**config.mk**
```make
export PLATFORM = sky130hd
export DESIGN_NAME = cv32e40p_irq_nest_sched_flat
export DESIGN_NICKNAME = d
export VERILOG_FILES = /design/src/rtl/cv32e40p_irq_nest_sched_if.sv /design/src/rtl/cv32e40p_irq_nest_sched.sv /design/src/flat_wrapper.sv
export SDC_FILE = /design/constraint.sdc
export NUM_CORES = 1
export LEC_CHECK = 0
export BUFFER_PORTS_ARGS = -buffer_cell sky130_fd_sc_hd__buf_2
export CAP_MARGIN = 20
export CORE_UTILIZATION = 40
export CTS_BUF_LIST = sky130_fd_sc_hd__clkbuf_8
export CTS_CLUSTER_DIAMETER = 120
export DETAILED_ROUTE_END_ITERATION = 16
export PLACE_DENSITY = 0.7
export SETUP_SLACK_MARGIN = 0.2
export SLEW_MARGIN = 20
export SYNTH_ARGS = -nofsm -noshare
export SYNTH_HDL_FRONTEND = slang
export SYNTH_SLANG_ARGS = --single-unit
```
**constraint.sdc**
```tcl
create_clock -name clk -period 55.5 [get_ports clk]
set_input_delay 2.775 -clock clk [delete_from_list [all_inputs] [get_ports clk]]
set_output_delay 2.775 -clock clk [all_outputs]
set_load 0.01 [all_outputs]
```
**src/rtl/cv32e40p_irq_nest_sched_if.sv**
```systemverilog
// rtl/cv32e40p_irq_nest_sched_if.sv - request/ack and mret handshake between scheduler and controller
interface cv32e40p_irq_nest_sched_if #(
  parameter int NUM_IRQ = 32,
  parameter int LVL_W   = 3
);
  localparam int ID_W = (NUM_IRQ > 1) ? $clog2(NUM_IRQ) : 1;

  logic            irq_req_o;
  logic [ID_W-1:0] irq_id_o;
  logic [LVL_W-1:0] irq_lvl_o;
  logic            irq_ack_i;
  logic            mret_i;

  modport master (
    output irq_req_o, irq_id_o, irq_lvl_o,
    input  irq_ack_i, mret_i
  );

  modport slave (
    input  irq_req_o, irq_id_o, irq_lvl_o,
    output irq_ack_i, mret_i
  );
endinterface

```
**src/rtl/cv32e40p_irq_nest_sched.sv**
```systemverilog
// rtl/cv32e40p_irq_nest_sched.sv - interrupt priority arbiter with a nesting stack of active levels
module cv32e40p_irq_nest_sched #(
  parameter int NUM_IRQ    = 32,
  parameter int LVL_W      = 3,
  parameter int NEST_DEPTH = 4
) (
  input  logic                              clk,
  input  logic                              rst_n,
  input  logic [NUM_IRQ-1:0]                irq_i,
  input  logic [NUM_IRQ-1:0]                irq_edge_i,
  input  logic [NUM_IRQ-1:0]                irq_en_i,
  input  logic [NUM_IRQ*LVL_W-1:0]          irq_lvl_i,
  input  logic                              m_ie_i,
  cv32e40p_irq_nest_sched_if.master         ctrl,
  output logic [NUM_IRQ-1:0]                pend_o,
  output logic [LVL_W-1:0]                  act_lvl_o,
  output logic [$clog2(NEST_DEPTH+1)-1:0]   nest_depth_o
);
  localparam int ID_W    = (NUM_IRQ > 1) ? $clog2(NUM_IRQ) : 1;
  localparam int DEPTH_W = $clog2(NEST_DEPTH + 1);
  localparam int SIDX_W  = (NEST_DEPTH > 1) ? $clog2(NEST_DEPTH) : 1;
  localparam logic [DEPTH_W-1:0] FULL = DEPTH_W'(NEST_DEPTH);

  typedef enum logic {IDLE, REQ} state_e;

  state_e            state_q;
  logic              req_q;
  logic [ID_W-1:0]   id_q;
  logic [LVL_W-1:0]  lvl_q;

  logic [NUM_IRQ-1:0] pend_q;
  logic [NUM_IRQ-1:0] irq_q;
  logic [NUM_IRQ-1:0] elig;
  logic [NUM_IRQ-1:0] ack_clr;

  logic [LVL_W-1:0]   stack_q [NEST_DEPTH];
  logic [DEPTH_W-1:0] depth_q;
  logic [LVL_W-1:0]   act_lvl;
  logic [SIDX_W-1:0]  top_idx;
  logic [SIDX_W-1:0]  push_idx;

  logic              not_full;
  logic              ack_take;
  logic              pop_ok;
  logic              frozen_elig;
  logic              win_vld;
  logic [ID_W-1:0]   win_id;
  logic [LVL_W-1:0]  win_lvl;

  assign top_idx  = SIDX_W'(depth_q - DEPTH_W'(1));
  assign push_idx = SIDX_W'(depth_q);
  assign act_lvl  = (depth_q == '0) ? '0 : stack_q[top_idx];
  assign not_full = (depth_q < FULL);
  assign ack_take = (state_q == REQ) && ctrl.irq_ack_i;
  assign pop_ok   = ctrl.mret_i && (depth_q != '0);

  always_comb begin
    elig    = '0;
    ack_clr = '0;
    for (int n = 0; n < NUM_IRQ; n++) begin
      elig[n] = pend_q[n] & irq_en_i[n] & m_ie_i & not_full &
                (irq_lvl_i[n*LVL_W +: LVL_W] > act_lvl);
    end
    if (ack_take) begin
      ack_clr[id_q] = 1'b1;
    end
  end

  // Ascending scan with >= lets the higher ID win a level tie.
  always_comb begin
    win_vld = |elig;
    win_id  = '0;
    win_lvl = '0;
    for (int n = 0; n < NUM_IRQ; n++) begin
      if (elig[n] && (irq_lvl_i[n*LVL_W +: LVL_W] >= win_lvl)) begin
        win_id  = ID_W'(n);
        win_lvl = irq_lvl_i[n*LVL_W +: LVL_W];
      end
    end
  end

  assign frozen_elig = elig[id_q];

  // Edge lines: a fresh rising edge overrides a same-cycle ack clear.
  always_ff @(posedge clk or negedge rst_n) begin
    if (!rst_n) begin
      pend_q <= '0;
      irq_q  <= '0;
    end else begin
      irq_q  <= irq_i;
      pend_q <= (irq_i & ~irq_edge_i) |
                (irq_edge_i & ((irq_i & ~irq_q) | (pend_q & ~ack_clr)));
    end
  end

  always_ff @(posedge clk or negedge rst_n) begin
    if (!rst_n) begin
      state_q <= IDLE;
      req_q   <= 1'b0;
      id_q    <= '0;
      lvl_q   <= '0;
    end else begin
      case (state_q)
        IDLE: begin
          if (win_vld) begin
            id_q    <= win_id;
            lvl_q   <= win_lvl;
            req_q   <= 1'b1;
            state_q <= REQ;
          end
        end
        REQ: begin
          if (ctrl.irq_ack_i || !frozen_elig) begin
            req_q   <= 1'b0;
            state_q <= IDLE;
          end
        end
        default: begin
          req_q   <= 1'b0;
          state_q <= IDLE;
        end
      endcase
    end
  end

  // A request is only raised below full, so a push can never overflow.
  always_ff @(posedge clk or negedge rst_n) begin
    if (!rst_n) begin
      depth_q <= '0;
      for (int i = 0; i < NEST_DEPTH; i++) begin
        stack_q[i] <= '0;
      end
    end else if (ack_take && pop_ok) begin
      stack_q[top_idx] <= lvl_q;
    end else if (ack_take) begin
      stack_q[push_idx] <= lvl_q;
      depth_q           <= depth_q + DEPTH_W'(1);
    end else if (pop_ok) begin
      depth_q <= depth_q - DEPTH_W'(1);
    end
  end

  assign ctrl.irq_req_o = req_q;
  assign ctrl.irq_id_o  = id_q;
  assign ctrl.irq_lvl_o = lvl_q;
  assign pend_o         = pend_q;
  assign act_lvl_o      = act_lvl;
  assign nest_depth_o   = depth_q;
endmodule
```
**src/flat_wrapper.sv**
```systemverilog
// flat-port wrapper written by rule: the top's interface ports become plain ports
module cv32e40p_irq_nest_sched_flat 
#(
  parameter int NUM_IRQ    = 32,
  parameter int LVL_W      = 3,
  parameter int NEST_DEPTH = 4
)
  (clk, rst_n, irq_i, irq_edge_i, irq_en_i, irq_lvl_i, m_ie_i, pend_o, act_lvl_o, nest_depth_o, ctrl_irq_req_o, ctrl_irq_id_o, ctrl_irq_lvl_o, ctrl_irq_ack_i, ctrl_mret_i);
  cv32e40p_irq_nest_sched_if #(.NUM_IRQ(NUM_IRQ), .LVL_W(LVL_W)) ctrl_i ();
  input  logic clk;
  input  logic rst_n;
  input  logic [NUM_IRQ-1:0] irq_i;
  input  logic [NUM_IRQ-1:0] irq_edge_i;
  input  logic [NUM_IRQ-1:0] irq_en_i;
  input  logic [NUM_IRQ*LVL_W-1:0] irq_lvl_i;
  input  logic m_ie_i;
  output logic [NUM_IRQ-1:0] pend_o;
  output logic [LVL_W-1:0] act_lvl_o;
  output logic [$clog2(NEST_DEPTH+1)-1:0] nest_depth_o;
  output wire logic [$bits(ctrl_i.irq_req_o)-1:0] ctrl_irq_req_o;
  output wire logic [$bits(ctrl_i.irq_id_o)-1:0] ctrl_irq_id_o;
  output wire logic [$bits(ctrl_i.irq_lvl_o)-1:0] ctrl_irq_lvl_o;
  input wire logic [$bits(ctrl_i.irq_ack_i)-1:0] ctrl_irq_ack_i;
  input wire logic [$bits(ctrl_i.mret_i)-1:0] ctrl_mret_i;
  assign ctrl_irq_req_o = ctrl_i.irq_req_o;
  assign ctrl_irq_id_o = ctrl_i.irq_id_o;
  assign ctrl_irq_lvl_o = ctrl_i.irq_lvl_o;
  assign ctrl_i.irq_ack_i = ctrl_irq_ack_i;
  assign ctrl_i.mret_i = ctrl_mret_i;
  cv32e40p_irq_nest_sched #(.NUM_IRQ(NUM_IRQ), .LVL_W(LVL_W), .NEST_DEPTH(NEST_DEPTH)) u_core (.clk(clk), .rst_n(rst_n), .irq_i(irq_i), .irq_edge_i(irq_edge_i), .irq_en_i(irq_en_i), .irq_lvl_i(irq_lvl_i), .m_ie_i(m_ie_i), .ctrl(ctrl_i), .pend_o(pend_o), .act_lvl_o(act_lvl_o), .nest_depth_o(nest_depth_o));
endmodule
```
==> summary.txt, run 1 <==
Synth
  – Sequential fraction of the synthesis area: 0.204
  – Distinct cells, synth: 110
  – Top cells by area, synth: dfrtp_1, ha_1, nand2_1
  – Syn avg cell area: 8.31 um^2
  – Synthesis Warnings: 0
  – FFs w/ async S/R, synth: 1.00
  – Register bit count reported by yosys: 89
  – Post-synth net total: 1,624
  – Most used DFF post-synth: dfrtp_1
  – Number of synthesized flops with an enable pin: 0
  – Syn Inst Count: 1,312
  – Mapped Area: 10,900 um^2
  – Dominant cell type by area after synthesis: dfrtp_1
  – Synth top area share: 0.204
  – Most frequent cell after synthesis: nand2_1
  – Commonest cells post-synth: nand2_1, ha_1, dfrtp_1, nor2_1

Setup path
  – Slowest CP cell: a31oi_2
  – R2R Setup Slk: 7970 ps
  – CP startpoint kind: input pin
  – Delay-heaviest family, CP: compound AO/OA/AOI/OAI gates
  – Crit. End Element: register
  – Reg2reg start: u_core.nest_depth_o[0]
  – R2R cell count: 217
  – Crit-path max cell delay: 590 ps
  – Crit path to: u_core.ctrl.irq_id_o[3]
  – Crit Path Class: in -> reg
  – Critical Path Fanout Max: 13
  – Setup crit start: irq_lvl_i[2]
  – CP required: 55,760 ps
  – R2r endpoint: u_core.ctrl.irq_id_o[3]
  – Most frequent cell on the critical path: ha_1
  – Critical path buffers and inverters: 6
  – WP depth: 213
  – Critical Path AT: 47,850 ps

STA
  – Final Cycle Share: 0.857
  – Tmin final: 47,590 ps
  – Highest clock rate: 21.0 MHz
  – Endpoints failing setup: 0
  – Skew final: around 25 ps
  – Slew Viols, Final: 0
  – Slew HR: 0.241
  – Worst-Margin Slew: 1130 ps
  – Endpoints failing hold: 0
  – Setup_tns: 0 ps
  – RSZ-0062 raised after global routing: false
  – Hold_ws: roughly 520 ps

Worst hold path
  – Type of the worst min-delay path: reg -> reg
  – Hold Startpoint: u_core.stack_q[1]

Floorplanning
  – FP Rows: 60
  – Total die area: 27,900 um^2
  – Die X-Extent: 167 um
  – Starting Density: 0.406
  – Core area: between 20,000 and 30,000 um^2
  – I/O Pins: 244
  – Die Ht: 167 um

Finish
  – Storage cell area: between 2000 and 2500 um^2
  – Non-Filler Instances: 1,902
  – Final nets: 1,867
  – Share of layout cells above drive strength 1: 0.240
  – Area grow syn2layout: 16.8%
  – Number of fill cells: 2,745
  – Area of the multi-input gates: 8270 um^2

Power and ir drop
  – Leak: 5.81 nW
  – Power Total: about 0.76 mW
  – Pwr per Cell Area: ~60 nW/um^2
  – Worst VDD drop: 0.0000376 V

Global routing
  – Grt ovf: 0
  – First-pass GRT wire length: 58,200 um
  – Overall track demand over capacity in global routing: 0.260
  – Pin count of the biggest net entering global routing: a little over 60
  – Vias in the first global route: about 11,000
  – Initial antenna violation count: 1

Place
  – Placed cells: 1,885
  – Post-DP HPWL: just under 30,000 um
  – IO buf count: 243
  – Gp weighted congestion: 0.931

Clock network
  – Post-CTS Setup Repair Bufs: 0
  – CTS tree: yes
  – Clk slew on worst S/H paths: 110 ps
  – Clock Path Buffers: 2
  – H-tree depth: 3
  – Cts hold-fix bufs: 0
  – CTS Buf Count: 9
  – Clk root buf: clkbuf_8
  – Post_cts resized: 0
  – Clk sinks: approximately 90
  – Worst-skew pair later-pin latency: approximately 400 ps

Outcome
  – Status: finished, final reports clean

Drt
  – DRT iter0 DRCs: approximately 670
  – 1st-pass router iterations: 5
  – Final ANT Viol Nets: 0
  – Detailed Route WL: 36,700 um
  – DRC viols: 0
  – Via count: 11,656
  – Via density: slightly above 6
  – Average wire per standard cell: around 19 um

Job
  – Total of max-cap violations: 0
[layer usage]
layer / wire length, um / up-vias / part of all wire / global-route usage
met1: 16400 / 5606 / 0.45 / 0.338
li1: - / 5581 / - / -
met3: 1980 / 77 / 0.054 / 0.0378
met4: 1200 / 0 / 0.033 / 0.0970
met5: 0 / - / 0 / 0
met2: 17200 / 392 / 0.47 / 0.435
[registers in the layout, summed over array words and instances, names as in the netlist]
name and count:
u_core.ctrl.irq_req_o 1, u_core.irq_q 32, u_core.stack_q 12, u_core.ctrl.irq_lvl_o 3
u_core.nest_depth_o 3, u_core.pend_o 32, u_core.ctrl.irq_id_o 5, u_core.state_q 1
[per-stage QoR]
stage / setup slack (ps) / instance area, um^2 / utilization
after floorplan: 12230 / 10900 / -
after global placement: 9200 / 12500 / 0.466
after detailed placement: 8040 / 12500 / 0.466
after CTS: 8260 / 12700 / 0.474
after global routing: 4590 / 12700 / 0.474
final: 7910 / 12700 / 0.474
[cell families (layout without fill, tap and decap cells)]
kind of cell,count (synthesis),in the layout,synth area share
xor+xnor,19,19,0.0153
flops,89,89,0.204
fa+ha+maj,127,127,0.143
other cells,0,1,0
simple gates,459,459,0.210
compound gates,463,463,0.329
buf+inv,105,353,0.0392
mux,50,50,0.0600
[cell type report]
type | instances | share of cell area
clock buffer | 9 | 0.00972
clock inverter | 7 | 0.00638
inverter | 83 | 0.0246
multi-input combinational | 1118 | 0.649
antenna | 1 | 0.000196
sequential | 89 | 0.175
timing repair buffer | 254 | 0.102
tap | 341 | 0.0335
[power breakdown]
group | internal, mW | switching (mW)
registers | 0.0780 | 0.0173
logic | 0.258 | 0.358
clock network | 0.0181 | 0.0316
[worst min path at each step]
stage / to / slack (ps) / depth (start not counted)
after floorplan: u_core.ctrl.irq_req_o / 470 / 1
after global placement: u_core.stack_q[1] / 480 / 1
after detailed placement: u_core.stack_q[1] / 490 / 1
after CTS: u_core.stack_q[1] / 520 / 1
after global routing: u_core.stack_q[1] / 540 / 1
final: u_core.stack_q[1] / 520 / 1
[cells in the final DEF (no fill, tap or decap), types with 38 or more instances in the layout]
cell type	Yosys	routed
nor2_1	83	83
a21oi_1	79	79
dfrtp_1	89	89
nand3_1	49	49
nand2b_1	38	38
nand2_1	159	159
buf_2	1	242
ha_1	115	115
inv_1	79	79
o21ai_0	52	52
(Power assumes the default switching activity.)
==> inputs of run 2 (changes only) <==
--- a/config.mk
+++ b/config.mk
@@ -5,13 +5,14 @@
 export SDC_FILE = /design/constraint.sdc
 export NUM_CORES = 1
 export LEC_CHECK = 0
+export ABC_AREA = 1
 export BUFFER_PORTS_ARGS = -buffer_cell sky130_fd_sc_hd__buf_2
 export CAP_MARGIN = 20
 export CORE_UTILIZATION = 40
 export CTS_BUF_LIST = sky130_fd_sc_hd__clkbuf_8
 export CTS_CLUSTER_DIAMETER = 120
 export DETAILED_ROUTE_END_ITERATION = 16
-export PLACE_DENSITY = 0.7
+export PLACE_DENSITY = 0.71
 export SETUP_SLACK_MARGIN = 0.2
 export SLEW_MARGIN = 20
 export SYNTH_ARGS = -nofsm -noshare
==> summary.txt, run 2 <==
Finish
  – Fin area: 11,400 um^2 (was 12,700 um^2)
  – Highest-count cells in the layout ignoring fill and taps: nand2_1, buf_2, inv_1 (was buf_2, nand2_1, ha_1)
  – Number of fill cells: 2,451 (was 2,745)
  – Non-Filler Instances: 1,998 (was 1,902)
  – Most common cell after layout, fill and taps aside: nand2_1 (was buf_2)
  – Area grow syn2layout: 18.6% (was 16.8%)
  – Share of layout cells above drive strength 1: 0.240 (about the same)
  – Final nets: 1,986 (was 1,867)

Place
  – Placed Area: 11,200 um^2 (was 12,500 um^2)
  – Placed cells: 1,982 (was 1,885)
  – Pre-CTS setup slack: 21,010 ps (was 8040 ps)
  – Post-DP HPWL: 24,400 um (was 29,600 um)
  – IO buf count: 243 (unchanged)
  – Gp weighted congestion: 0.880 (was 0.931)

Floorplanning
  – Die X-Extent: 157 um (was 167 um)
  – Die Ht: 157 um (was 167 um)
  – Starting Density: 0.408 (was 0.406)
  – Total die area: 24,700 um^2 (was 27,900 um^2)
  – I/O Pins: 244 (unchanged)
  – Core area: 23,500 um^2 (was 26,900 um^2)
  – FP Rows: 56 (was 60)

Worst hold path
  – Type of the worst min-delay path: reg -> reg (unchanged)
  – Worst hold stages: 3 (was 1)
  – Hold Startpoint: u_core.irq_q[25] (was u_core.stack_q[1])

Clock network
  – CTS Buf Count: 9 (unchanged)
  – H-tree depth: 3 (unchanged)
  – Clk root buf: clkbuf_8 (unchanged)
  – Clk sinks: 89 (unchanged)
  – Clk slew on worst S/H paths: 110 ps (about the same)
  – Post_cts resized: 0 (unchanged)
  – Worst-skew pair later-pin latency: 390 ps (was 400 ps)
  – Post-CTS Setup Repair Bufs: 0 (unchanged)
  – Cts hold-fix bufs: 0 (unchanged)
  – CTS tree: yes (unchanged)
  – Clock Path Buffers: 2 (unchanged)

Outcome
  – Status: finished, final reports clean (unchanged)

Synth
  – Syn avg cell area: 6.75 um^2 (was 8.31 um^2)
  – Most used DFF post-synth: dfrtp_1 (unchanged)
  – Top cells by area, synth: dfrtp_1, ha_1, nand2_1 (unchanged)
  – Number of synthesized flops with an enable pin: 0 (unchanged)
  – Dominant cell type by area after synthesis: dfrtp_1 (unchanged)
  – Register bit count reported by yosys: 89 (unchanged)
  – Most frequent cell after synthesis: nand2_1 (unchanged)
  – Distinct cells, synth: 52 (was 110)
  – Synthesis Warnings: 0 (unchanged)
  – Syn Inst Count: 1,424 (was 1,312)
  – FFs w/ async S/R, synth: 1.00 (unchanged)
  – Mapped Area: 9610 um^2 (was 10,900 um^2)
  – Sequential fraction of the synthesis area: 0.232 (was 0.204)
  – Commonest cells post-synth: nand2_1, inv_1, ha_1, nand3_1, nor2_1 (was nand2_1, ha_1, dfrtp_1, nor2_1)
  – Synth top area share: 0.232 (was 0.204)
  – Post-synth net total: 1,736 (was 1,624)

Setup path
  – Most frequent cell on the critical path: nand2_2 (was ha_1)
  – Delay-heaviest family, CP: simple AND/OR/NAND/NOR gates (was compound AO/OA/AOI/OAI gates)
  – WP depth: 257 (was 213)
  – Crit. End Element: register (unchanged)
  – R2R cell count: 264 (was 217)
  – Critical Path Fanout Max: 18 (was 13)
  – Critical path buffers and inverters: 41 (was 6)
  – CP startpoint kind: input pin (unchanged)
  – Reg2reg start: u_core.nest_depth_o[0] (unchanged)
  – Setup crit start: m_ie_i (was irq_lvl_i[2])
  – Crit Path Class: in -> reg (unchanged)
  – Slowest CP cell: nor3_1 (was a31oi_2)
  – CP required: 55,780 ps (was 55,760 ps)
  – Critical Path AT: 34,480 ps (was 47,850 ps)
  – Crit-path max cell delay: 380 ps (was 590 ps)

Drt
  – 1st-pass router iterations: 5 (unchanged)
  – Via density: 5.15 (was 6.13)
  – DRT iter0 DRCs: 482 (was 668)
  – Detailed Route WL: 30,900 um (was 36,700 um)
  – Final ANT Viol Nets: 0 (unchanged)
  – Average wire per standard cell: 15.5 um (was 19.3 um)
  – Via count: 10,286 (was 11,656)
  – DRC viols: 0 (unchanged)

STA
  – Highest clock rate: 29.2 MHz (was 21.0 MHz)
  – Endpoints failing setup: 0 (unchanged)
  – Slew Viols, Final: 0 (unchanged)
  – Skew final: 18.6 ps (was 24.7 ps)
  – Setup_tns: 0 ps (unchanged)
  – Slew HR: 0.353 (was 0.241)
  – Final Cycle Share: 0.616 (was 0.857)
  – Tmin final: 34,200 ps (was 47,590 ps)
  – Worst setup margin: 21,300 ps (was 7910 ps)
  – Worst-Margin Slew: 967 ps (was 1130 ps)
  – Endpoints failing hold: 0 (unchanged)
  – RSZ-0062 raised after global routing: false (unchanged)

Global routing
  – Pin count of the biggest net entering global routing: 56 (was 61)
  – Grt ovf: 0 (unchanged)
  – Overall track demand over capacity in global routing: 0.253 (was 0.260)
  – Initial antenna violation count: 1 (unchanged)
  – Vias in the first global route: 9,968 (was 11,158)
  – First-pass GRT wire length: 48,600 um (was 58,200 um)

Job
  – Total of max-cap violations: 0 (unchanged)

Power and ir drop
  – Power Total: 0.739 mW (was 0.761 mW)
  – Pwr per Cell Area: 64.8 nW/um^2 (was 59.7 nW/um^2)
  – Leak: 6.40 nW (was 5.81 nW)
  – Worst VDD drop: 0.0000627 V (was 0.0000376 V)
-- run 2: changes by cell type after synthesis, sizes merged, moves of 32 or more --
cell and delta:
nand2 +276, inv +133, nand3 +86, nand2b -38, a31oi -34, a32o -34
a21o -32, o211ai +32
-- run 2: final cells by class --
class,count,area (um^2),area share
multi-input cells,1104,6500,0.570
diodes,1,2.50,0.000220
inverters,222,846,0.0742
flip-flops and latches,89,2230,0.195
clock buffers,9,124,0.0109
clock inverters,6,48.8,0.00428
well taps,319,399,0.0350
repair buffers,248,1260,0.110
-- run 2: path summary, 6_finish.rpt --
check,end,slack (ps)
max,u_core.ctrl.irq_id_o[3],21300
min,u_core.pend_o[25],490
max reg2reg,u_core.ctrl.irq_id_o[3],22190
min reg2reg,u_core.pend_o[25],490
max in group asynchronous,u_core.irq_q[15],52040
min in group asynchronous,u_core.irq_q[28],2340
-- run 2: power breakdown --
group	switching (mW)	internal [mW]	leakage, nW
clock	0.0289	0.0167	0.0905
combinational	0.387	0.217	5.26
sequential	0.0118	0.0777	1.05
-- run 2: cells by family (layout without fill, tap and decap cells) --
family,count (synthesis),after routing,share of synthesized area
buffers and inverters,231,485,0.0924
xor gates and xnor gates,2,2,0.00182
DFF,89,89,0.232
and+or+nand+nor,699,699,0.345
muxes,1,1,0.00104
other,0,1,0
adders and majority gates,115,115,0.150
AOI/OAI and AO/OA,287,287,0.178
-- run 2: layer usage --
metal | share of wire | global-route usage | up-vias
met1 | 0.45 | 0.327 | 4684
li1 | - | - | 5272
met3 | 0.064 | 0.0471 | 47
met2 | 0.46 | 0.425 | 283
met4 | 0.025 | 0.0777 | 0
met5 | 0 | 0 | -
-- run 2: through the flow --
step                 util  hold WS [ps]
floorplan               -           448
global placement    0.477           466
detailed placement  0.477           470
CTS                 0.484           496
global route        0.484           518
finish              0.484           486
-- run 2: tightest hold or removal path, delay by kind of cell, from the launching register on --
family | cells | cell delay (ps)
AND/OR/NAND/NOR | 3 | 130
flip-flops | 1 | 330
